`src/rtl/pifo_arb_pkg.sv`:
```
// -----------------------------------------------------------------------------
// pifo_arb_pkg
//   Shared types and default widths for the PIFO IO-port arbiter.
//   - op_t      : push / pop selector carried through the issue stage
//   - issue_t   : contents of the single issue register (one op per cycle)
//   - ret_t     : one stage of the pop-return pipe (which requester to answer)
//   The ARB_* localparams are the default widths; the top's parameters default
//   to them and the records below are sized from them.
// -----------------------------------------------------------------------------
package pifo_arb_pkg;

    localparam int ARB_PTW       = 16;
    localparam int ARB_MTW       = 44;
    localparam int ARB_DW        = ARB_MTW + ARB_PTW;
    localparam int ARB_TREE_NUM  = 16;
    localparam int ARB_TREE_BITS = $clog2(ARB_TREE_NUM);
    localparam int ARB_NREQ      = 4;
    localparam int ARB_REQ_BITS  = $clog2(ARB_NREQ);

    typedef enum logic {
        OP_PUSH = 1'b0,
        OP_POP  = 1'b1
    } op_t;

    typedef struct packed {
        logic                     valid;
        op_t                      op;
        logic [ARB_REQ_BITS-1:0]  req_id;
        logic [ARB_TREE_BITS-1:0] tree_id;
        logic [ARB_DW-1:0]        data;
    } issue_t;

    typedef struct packed {
        logic                    valid;
        logic [ARB_REQ_BITS-1:0] req_id;
    } ret_t;

endpackage

```
`src/rtl/pifo_rr_arb.sv`:
```
// -----------------------------------------------------------------------------
// pifo_rr_arb
//   Combinational round-robin arbiter. Scans requests starting at i_ptr and
//   wrapping modulo NREQ (NREQ must be a power of 2); the first set request
//   wins. The pointer register is owned by the parent.
//   Ports:
//     i_req      in  NREQ      request vector
//     i_ptr      in  REQ_BITS  highest-priority index this cycle
//     o_gnt      out NREQ      one-hot grant
//     o_gnt_idx  out REQ_BITS  index of the granted requester
//     o_gnt_any  out 1         some requester was granted
// -----------------------------------------------------------------------------
module pifo_rr_arb #(
    parameter  int NREQ     = 4,
    localparam int REQ_BITS = $clog2(NREQ)
) (
    input  logic [NREQ-1:0]     i_req,
    input  logic [REQ_BITS-1:0] i_ptr,
    output logic [NREQ-1:0]     o_gnt,
    output logic [REQ_BITS-1:0] o_gnt_idx,
    output logic                o_gnt_any
);

    logic [REQ_BITS-1:0] idx;

    always_comb begin
        o_gnt     = '0;
        o_gnt_idx = '0;
        o_gnt_any = 1'b0;
        idx       = '0;
        for (int i = 0; i < NREQ; i++) begin
            // Power-of-2 NREQ makes the truncating add a free modulo.
            idx = i_ptr + REQ_BITS'(i);
            if (!o_gnt_any && i_req[idx]) begin
                o_gnt_any  = 1'b1;
                o_gnt_idx  = idx;
                o_gnt[idx] = 1'b1;
            end
        end
    end

endmodule

```
`src/rtl/pifo_io_arbiter.sv`:
```
// -----------------------------------------------------------------------------
// pifo_io_arbiter
//   Shares the single push/pop port of a PIFO tree between NREQ requesters.
//   Each cycle one eligible requester is picked round-robin and its op is
//   registered onto the tree port. The tree's fail flag is sampled in that
//   issue cycle: success acks the requester, failure pulses o_req_fail and
//   blocks that requester for BACKOFF cycles. Successful pops are tracked
//   through a POP_LAT-deep return pipe and the tree's pop data is routed back,
//   registered, to the requester that issued the pop.
//
//   Handshake: a requester raises i_req_valid[r] with pop/tree/data stable and
//   holds them until either o_req_ready[r] (op accepted) or o_req_fail[r] (op
//   dropped by the tree) pulses; both are one-cycle combinational pulses in the
//   issue cycle. After a fail the requester may withdraw or change its op.
//
//   Ports:
//     i_clk, i_arst_n          clock; synchronous active-low reset
//     i_req_valid/pop          per-requester request present / 1 = pop
//     i_req_tree_id, i_req_data per-requester target tree and push entry
//     o_req_ready, o_req_fail  per-requester accept / reject pulses
//     o_rsp_valid, o_rsp_data  pop result and the requester it belongs to
//     o_rsp_empty              pop result was all-ones (tree empty)
//     o_tree_id, o_push, o_push_data, o_pop   tree port drive
//     i_task_fail, i_pop_data  tree port fail flag and pop data
// -----------------------------------------------------------------------------
module pifo_io_arbiter
    import pifo_arb_pkg::*;
#(
    parameter  int PTW           = ARB_PTW,
    parameter  int MTW           = ARB_MTW,
    parameter  int TREE_NUM      = ARB_TREE_NUM,
    parameter  int NREQ          = ARB_NREQ,
    parameter  int POP_LAT       = 2,
    parameter  int BACKOFF       = 4,
    localparam int TREE_NUM_BITS = $clog2(TREE_NUM),
    localparam int REQ_BITS      = $clog2(NREQ),
    localparam int DW            = MTW + PTW
) (
    input  logic                          i_clk,
    input  logic                          i_arst_n,
    input  logic [NREQ-1:0]               i_req_valid,
    input  logic [NREQ-1:0]               i_req_pop,
    input  logic [NREQ*TREE_NUM_BITS-1:0] i_req_tree_id,
    input  logic [NREQ*DW-1:0]            i_req_data,
    output logic [NREQ-1:0]               o_req_ready,
    output logic [NREQ-1:0]               o_req_fail,
    output logic [NREQ-1:0]               o_rsp_valid,
    output logic [DW-1:0]                 o_rsp_data,
    output logic                          o_rsp_empty,
    output logic [TREE_NUM_BITS-1:0]      o_tree_id,
    output logic                          o_push,
    output logic [DW-1:0]                 o_push_data,
    output logic                          o_pop,
    input  logic                          i_task_fail,
    input  logic [DW-1:0]                 i_pop_data
);

    localparam int BO_BITS = $clog2(BACKOFF + 1);

    issue_t              issue_q, issue_d;
    logic [REQ_BITS-1:0] rr_ptr_q, rr_ptr_d;
    logic [BO_BITS-1:0]  backoff_q [NREQ];
    logic [BO_BITS-1:0]  backoff_d [NREQ];
    ret_t                pipe_q [POP_LAT];
    ret_t                pipe_d [POP_LAT];
    logic [NREQ-1:0]     rsp_valid_q, rsp_valid_d;
    logic [DW-1:0]       rsp_data_q, rsp_data_d;
    logic                rsp_empty_q, rsp_empty_d;

    logic [NREQ-1:0]     eligible;
    logic [NREQ-1:0]     gnt;
    logic [REQ_BITS-1:0] gnt_idx;
    logic                gnt_any;
    logic                issue_ok;
    logic                issue_fail;
    ret_t                tail;

    // A requester sitting in the issue stage is masked so it cannot be granted
    // twice before it has seen its ready/fail.
    always_comb begin
        eligible = '0;
        for (int r = 0; r < NREQ; r++) begin
            eligible[r] = i_req_valid[r] && (backoff_q[r] == '0) &&
                          !(issue_q.valid && issue_q.req_id == REQ_BITS'(r));
        end
    end

    pifo_rr_arb #(
        .NREQ (NREQ)
    ) u_rr_arb (
        .i_req     (eligible),
        .i_ptr     (rr_ptr_q),
        .o_gnt     (gnt),
        .o_gnt_idx (gnt_idx),
        .o_gnt_any (gnt_any)
    );

    // Issue register load; cleared when nobody is granted so the tree port
    // fields read as 0 on idle cycles.
    always_comb begin
        issue_d  = '0;
        rr_ptr_d = rr_ptr_q;
        if (gnt_any) begin
            issue_d.valid   = 1'b1;
            issue_d.op      = i_req_pop[gnt_idx] ? OP_POP : OP_PUSH;
            issue_d.req_id  = gnt_idx;
            issue_d.tree_id = i_req_tree_id[gnt_idx*TREE_NUM_BITS +: TREE_NUM_BITS];
            if (!i_req_pop[gnt_idx]) begin
                issue_d.data = i_req_data[gnt_idx*DW +: DW];
            end
            rr_ptr_d = gnt_idx + 1'b1;
        end
    end

    assign issue_ok   = issue_q.valid && !i_task_fail;
    assign issue_fail = issue_q.valid &&  i_task_fail;

    assign o_push      = issue_q.valid && (issue_q.op == OP_PUSH);
    assign o_pop       = issue_q.valid && (issue_q.op == OP_POP);
    assign o_tree_id   = issue_q.tree_id;
    assign o_push_data = issue_q.data;
    assign o_req_ready = issue_ok   ? (NREQ'(1) << issue_q.req_id) : '0;
    assign o_req_fail  = issue_fail ? (NREQ'(1) << issue_q.req_id) : '0;

    // Backoff: loaded on a fail, then counts down to 0. Counters are
    // independent, so a load on one and an expiry on another never interact.
    always_comb begin
        for (int r = 0; r < NREQ; r++) begin
            backoff_d[r] = backoff_q[r];
            if (issue_fail && issue_q.req_id == REQ_BITS'(r)) begin
                backoff_d[r] = BO_BITS'(BACKOFF);
            end else if (backoff_q[r] != '0) begin
                backoff_d[r] = backoff_q[r] - 1'b1;
            end
        end
    end

    // Return pipe: only accepted pops are tracked, so a failed pop never
    // produces a response.
    always_comb begin
        pipe_d[0].valid  = issue_ok && (issue_q.op == OP_POP);
        pipe_d[0].req_id = issue_q.req_id;
        for (int k = 1; k < POP_LAT; k++) begin
            pipe_d[k] = pipe_q[k-1];
        end
    end

    assign tail = pipe_q[POP_LAT-1];

    // The tail stage lines up with the cycle the tree drives i_pop_data.
    always_comb begin
        rsp_valid_d = '0;
        rsp_data_d  = '0;
        rsp_empty_d = 1'b0;
        if (tail.valid) begin
            rsp_valid_d = NREQ'(1) << tail.req_id;
            rsp_data_d  = i_pop_data;
            rsp_empty_d = &i_pop_data;
        end
    end

    assign o_rsp_valid = rsp_valid_q;
    assign o_rsp_data  = rsp_data_q;
    assign o_rsp_empty = rsp_empty_q;

    always_ff @(posedge i_clk) begin
        if (!i_arst_n) begin
            issue_q     <= '0;
            rr_ptr_q    <= '0;
            rsp_valid_q <= '0;
            rsp_data_q  <= '0;
            rsp_empty_q <= 1'b0;
            for (int r = 0; r < NREQ; r++) begin
                backoff_q[r] <= '0;
            end
            for (int k = 0; k < POP_LAT; k++) begin
                pipe_q[k] <= '0;
            end
        end else begin
            issue_q     <= issue_d;
            rr_ptr_q    <= rr_ptr_d;
            rsp_valid_q <= rsp_valid_d;
            rsp_data_q  <= rsp_data_d;
            rsp_empty_q <= rsp_empty_d;
            for (int r = 0; r < NREQ; r++) begin
                backoff_q[r] <= backoff_d[r];
            end
            for (int k = 0; k < POP_LAT; k++) begin
                pipe_q[k] <= pipe_d[k];
            end
        end
    end

endmodule

```
`config.mk`:
```
export PLATFORM = sky130hd
export DESIGN_NAME = pifo_io_arbiter
export DESIGN_NICKNAME = d
export VERILOG_FILES = /design/src/rtl/pifo_arb_pkg.sv /design/src/rtl/pifo_rr_arb.sv /design/src/rtl/pifo_io_arbiter.sv
export SDC_FILE = /design/constraint.sdc
export NUM_CORES = 1
export LEC_CHECK = 0
export CORE_AREA = 3 3 179 181
export DETAILED_ROUTE_END_ITERATION = 16
export DIE_AREA = 0 0 182 184
export PLACE_DENSITY = 0.59
export SETUP_SLACK_MARGIN = 0.4
export SKIP_CTS_REPAIR_TIMING = 1
export SYNTH_ARGS = -nofsm -noshare
export SYNTH_HDL_FRONTEND = slang
export SYNTH_SLANG_ARGS = --single-unit
export TNS_END_PERCENT = 10
```
`constraint.sdc`:
```
create_clock -name i_clk -period 3.1 [get_ports i_clk]
set_input_delay 0.62 -clock i_clk [delete_from_list [all_inputs] [get_ports i_clk]]
set_output_delay 0.62 -clock i_clk [all_outputs]
set_load 0.02 [all_outputs]
```
* Word-level counts from Yosys, hierarchy flattened
Memories as Yosys holds them, arrays and structs flattened.
Index checks and enable logic that the tools add are counted.
** Word-level totals
- Register bits :: 135
- Output and inout port bits :: 139
- Memories kept :: 2
- Memory bits (writable) :: 18
- Word-level logic and storage cells :: 125
- Bits of input ports :: 327
** Memories
- backoff_q :: depth 4, bits a word 3, read ports 4, clocked after memory_dff 0, write ports 4, line pifo_io_arbiter.sv:62 : logic [BO_BITS-1:0] backoff_q [NREQ];
- pipe_q :: depth 2, bits a word 3, read ports 2, clocked after memory_dff 0, write ports 2, line pifo_io_arbiter.sv:64 : ret_t pipe_q [POP_LAT];
** Operators by class
- Reduce and logical (&&, ||, !) cells :: 45
- Mux-type cells :: 39
- Equal/unequal tests :: 3
- $add $sub $neg :: 8
- Shifts and indexed selects :: 4
- Magnitude comparators :: 5
- $mul :: 1
- Bitwise logic cells :: 9
** Operators by type and width (count)
- 240-bit by 9-bit indexed part select with 60-bit output :: 1
- 68-bit two-way mux :: 1
- 60-bit two-way mux :: 1
- 60-bit AND reduction :: 1
- 3-bit two-way mux :: 14
- 1-bit logical AND :: 24
- 16-bit by 5-bit indexed part select with 4-bit output :: 1
- 2-bit by 3-bit less-than comparator with 1-bit output (second input constant) :: 5
- 3-bit zero test :: 4
- 1-bit two-way mux :: 12
- 3-bit nonzero test :: 4
- 3-bit by 1-bit subtractor with 3-bit output (second input constant) :: 4
- 1-bit binary-select mux with 2-bit select :: 5
- 1-bit zero test :: 8
- 2-bit two-way mux :: 4
- 4-bit two-way mux :: 2
- 1-bit by 2-bit left shift with 4-bit output (first input constant) :: 2
- 2-bit by 4-bit multiplier with 6-bit output (second input constant) :: 1
- 1-bit bitwise OR :: 6
- 2-bit by 1-bit adder with 2-bit output (second input constant) :: 2
- 2-bit adder (second input constant) :: 2
- 2-bit == test (second input constant) :: 2
- 2-bit AND reduction :: 2
- 1-bit NOT :: 3
- other kinds (3) :: 3

* Depth between registers and ports, before layout
- Word-level depth :: 20
- Mapped depth :: 12

* Cells and area by module
From an unflattened synthesis, not the netlist that was laid out.
** Second synthesis, totals
- Cells, all modules :: 625
- Area total of the unflattened synthesis :: 7248.2 µm²
** Modules (own cells, without submodules)
- pifo_io_arbiter :: cells an instance 580, area each 6829.0 µm², seq. area each 3062.9 µm², times used 1
- pifo_rr_arb :: cells an instance 45, area each 419.2 µm², seq. area each 0.0 µm², times used 1

* Worst setup path before layout
Ideal clock, no wire load.
- Path type :: register to register
- Start :: mem backoff_q[1][0] (netlist bit)
- End :: reg issue_q, in the netlist o_push_data[0]
- Period minus slack after synthesis :: 2.393 ns
- Buffers on the path :: 2
- Data arrival time :: 2.304 ns
- Cell stages (with the launch flop) :: 12
- Data required time :: 3.012 ns
- Path slack :: 0.707 ns
- Cell sequence :: dfxtp_1 > inv_1 > ha_1 > ha_1 > buf_1 > nand2_1 > o22a_1 > o211a_4 > mux2_4 > a2bb2oi_4 > buf_6 > a311oi_2
** RTL lines
- from (decl) :: line pifo_io_arbiter.sv:62
- to (signal assigned) :: line pifo_io_arbiter.sv:180 : issue_q <= issue_d;
- to (decl) :: line pifo_io_arbiter.sv:60 : issue_t issue_q, issue_d;

* Final worst setup path
- Start :: reg issue_q[65] (netlist bit)
- End :: out o_req_fail[3]
** On the way
- Cells in the longest elaborated chain, start to end :: 2
** RTL lines
- 1-bit by 2-bit left shift with 4-bit output :: line pifo_io_arbiter.sv:123 : assign o_req_fail = issue_fail ? (NREQ'(1) << issue_q.req_id) : '0;
- 4-bit two-way mux :: line pifo_io_arbiter.sv:123
- to (decl) :: line pifo_io_arbiter.sv:46 : output logic [NREQ-1:0] o_req_fail,
No other way between the ends.

==> flow_summary.yaml <==
cells_and_area:
  ff_latch_area_sq_um: 3060
  fillers: 3030
  fin_nets: 1603
  area_delta_synth_final_pct: 68.4
  drive_above_1_share_pct: 10.6
  multiInputGateArea_sq_um: 3670
yosys:
  synth-compound-area-share_pct: 15.5
  synth_edf_count: 0
  yosysMostFrequentCell: "nand2_1"
  syn_nets: 1226
  synth_warnings: 0
  async_reset_ff_share_pct: 0
  post_synth_instance_area_sq_um: 7640
  synthSimpleGateAreaFrac_pct: 28.8
  ys.flop_type: "dfxtp_1"
  ys_seq_area_share_pct: 40.1
  synth_seq_cells: 153
  synth_area_leaders: "dfxtp_1 (40%), nand2_1 (13%), a311oi_2 (12%)"
  synth.distinct_cells: 44
  synthCells: 887
  synth_area_per_cell_sq_um: 8.62
  synthAdderAreaFrac_pct: 1.96
  synth_top_family_by_area: "simple AND/OR/NAND/NOR gates"
  synth_top_cell_area_share_pct: 40.1
  synthTopCellsByCount: "nand2_1 (272), dfxtp_1 (153), and3_1 (125)"
  synth_area_leader_cell: "dfxtp_1"
  synth_xor_area_share_pct: 0.458
  synthMuxAreaShare_pct: 0.720
power:
  power.total_mw: 10.1
  irDropWorstVdd_v: 0.000414
  cellPowerDensity_nw_per_um2: 788
  p_leak_nw: 5.35
timing:
  tns_ns: 0
  period_share_pct: 86.9
  timing.fmax_mhz: 371
  postLayoutSetupSlackWorst_ns: 0.406
  report.final.setup_viol: 0
  rsz0062_at_grt: "yes"
  hold_slack_ns: 0.437
  fin_crit_ns: 2.69
  drv_slew: 0
  finClkSkew_ns: 0.00907
  worst_pin_slew_ns: 0.467
  max_slew_margin_pct: 68.6
  hold_viol: 0
critical_path:
  r2r-start: "backoff_q[3][0]"
  r2r_end: "o_push_data[57]"
  required_ns: 2.48
  critPathKind: "reg -> out"
  arrival_ns: 2.07
  rrSetupSlack_ns: 0.50
  critPathCaptureType: "output pin"
  cp_max_fo: 10
  startpoint_type: "register"
  r2r_cells: 11
route:
  dr.pass1.iters: 4
  post_drt_wl_per_cell_um: 19.0
  vias: 7688
  drc_errors: 0
  antenna_left: 0
  drt-vias-per-instance: 4.59
  drt_iter0_markers: 287
  wl_um: 31700
clock_network:
  cts_num_sinks: 153
  cts_buffers: 17
  clk_path_buf_depth: 2
  cts_max_level: 4
  clkTransAtPathRegs_ns: 0.07
  clk_latency_ns: 0.43
  root_buffer: "clkbuf_16"
  cts_tree: "done"
die:
  start_util_pct: 25.0
  dieArea_sq_um: 33500
  rows: 64
  design.portCount: 466
  die_height_um: 184
  die_w_um: 182
  core_region_area_sq_um: 30600
worst_hold_path:
  holdCritPathClass: "reg -> reg"
  hold_path.startpoint: "pipe_q[0][0]"
  hold_path_depth: 1
  whs_endpoint: "pipe_q[0][3]"
place:
  place_ws_ns: 0.215
  io_buffers: 465
  post-dp-hpwl_um: 24600
  place_congestion: 0.860
run:
  drv_cap: 0
grt:
  gr-total-overflow: 0
  grt_pass1_wl_um: 45600
  grt_max_degree: 79
  grt_pass1_vias: 7681
  antenna_found_initial: 1
  grt_usage_pct: 17.8
status:
  status: "finished clean"
layer usage:
metal | global-route usage (%) | share of wire [%] | wire (um)
met1 | 19.5 | 37 | 11800
met2 | 32.8 | 52 | 16600
met3 | 5.40 | 8.1 | 2570
met4 | 6.03 | 2.4 | 773
met5 | 0 | 0 | 0
worst max path at each step:
| stage | startpoint | slack (ns) | endpoint | cells past startpoint |
|---|---|---|---|---|
| final | issue_q[65] | 0.41 | o_req_fail[3] | 4 |
| after global routing | issue_q[65] | 0.26 | o_req_fail[3] | 4 |
| after CTS | issue_q[67] | 0.29 | o_req_ready[0] | 3 |
| after detailed placement | i_req_valid[1] | 0.22 | o_push_data[1] | 8 |
| after global placement | i_req_valid[1] | 0.28 | o_push_data[23] | 8 |
| after floorplan | backoff_q[1][0] | 0.71 | o_push_data[0] | 11 |
report_power, final:
group / switching (mW) / internal (mW) / leakage, nW
clock network: 0.943 / 1.05 / 0.262
logic: 3.27 / 2.46 / 3.85
registers: 0.153 / 2.27 / 1.25
stage by stage:
stage / cells / utilization [%] / instance area, sq um
final: 1674 / 42.1 / 12900
after global routing: 1674 / 42.1 / 12900
after CTS: 1667 / 41.7 / 12800
after detailed placement: 1635 / 40.0 / 12200
after global placement: 1635 / 40.0 / 12200
after floorplan: 887 / - / 7640
registers in the layout (all words and copies together) (netlist names):
name         count
backoff_q       12
issue_q          4
o_push_data     60
o_rsp_data      60
o_rsp_empty      1
o_rsp_valid      4
o_tree_id        4
pipe_q           6
rr_ptr_q         2
area by class of cell:
class / count / area share, %
Inverter: 24 / 0.700
Clock inverter: 14 / 0.874
Clock buffer: 18 / 3.33
Sequential cell: 153 / 23.8
Timing Repair Buffer: 490 / 38.9
Antenna cell: 1 / 0.0194
Tap cell: 396 / 3.85
Multi-Input combinational cell: 578 / 28.5
placed cells by master (no fill, tap or decap), types with 2 or more instances in the layout:
| cell | synthesis | layout |
|---|---|---|
| and2_1 | 9 | 8 |
| clkbuf_16 | 0 | 19 |
| a21boi_0 | 4 | 4 |
| and3b_1 | 4 | 4 |
| clkdlybuf4s50_1 | 0 | 462 |
| a311oi_2 | 60 | 60 |
| ha_2 | 0 | 3 |
| mux2i_1 | 4 | 4 |
| dlymetal6s2s_1 | 0 | 2 |
| inv_8 | 0 | 2 |
| nor2_1 | 20 | 20 |
| ha_1 | 12 | 9 |
| nand2_1 | 272 | 270 |
| buf_4 | 66 | 12 |
| o22ai_1 | 4 | 3 |
| and3_1 | 125 | 125 |
| nand3_1 | 4 | 4 |
| clkinvlp_4 | 0 | 3 |
| nor3_1 | 5 | 5 |
| xor2_1 | 4 | 4 |
| o21ai_0 | 2 | 2 |
| inv_6 | 0 | 5 |
| clkinv_2 | 0 | 3 |
| nand4_1 | 15 | 15 |
| dfxtp_1 | 153 | 152 |
| inv_1 | 24 | 24 |
| buf_12 | 0 | 10 |
| a21oi_1 | 5 | 5 |
| nor2b_1 | 2 | 2 |
| a311oi_1 | 6 | 6 |
| nor4_1 | 3 | 3 |
kinds of logic after synthesis:
group	Yosys count
buffers and inverters	156
AND/OR/NAND/NOR	465
flip-flops	153
multiplexers	5
AO/OA/AOI/OAI	92
XOR/XNOR	4
adder cells (fa/ha/maj)	12
critical path: stages, from the launching register on:
cell             delay (ns)
dfxtp_1                0.53
and3_1                 0.31
nand2_1                0.13
inv_1                  0.08
clkdlybuf4s50_1        0.60
(Power assumes the default switching activity.)
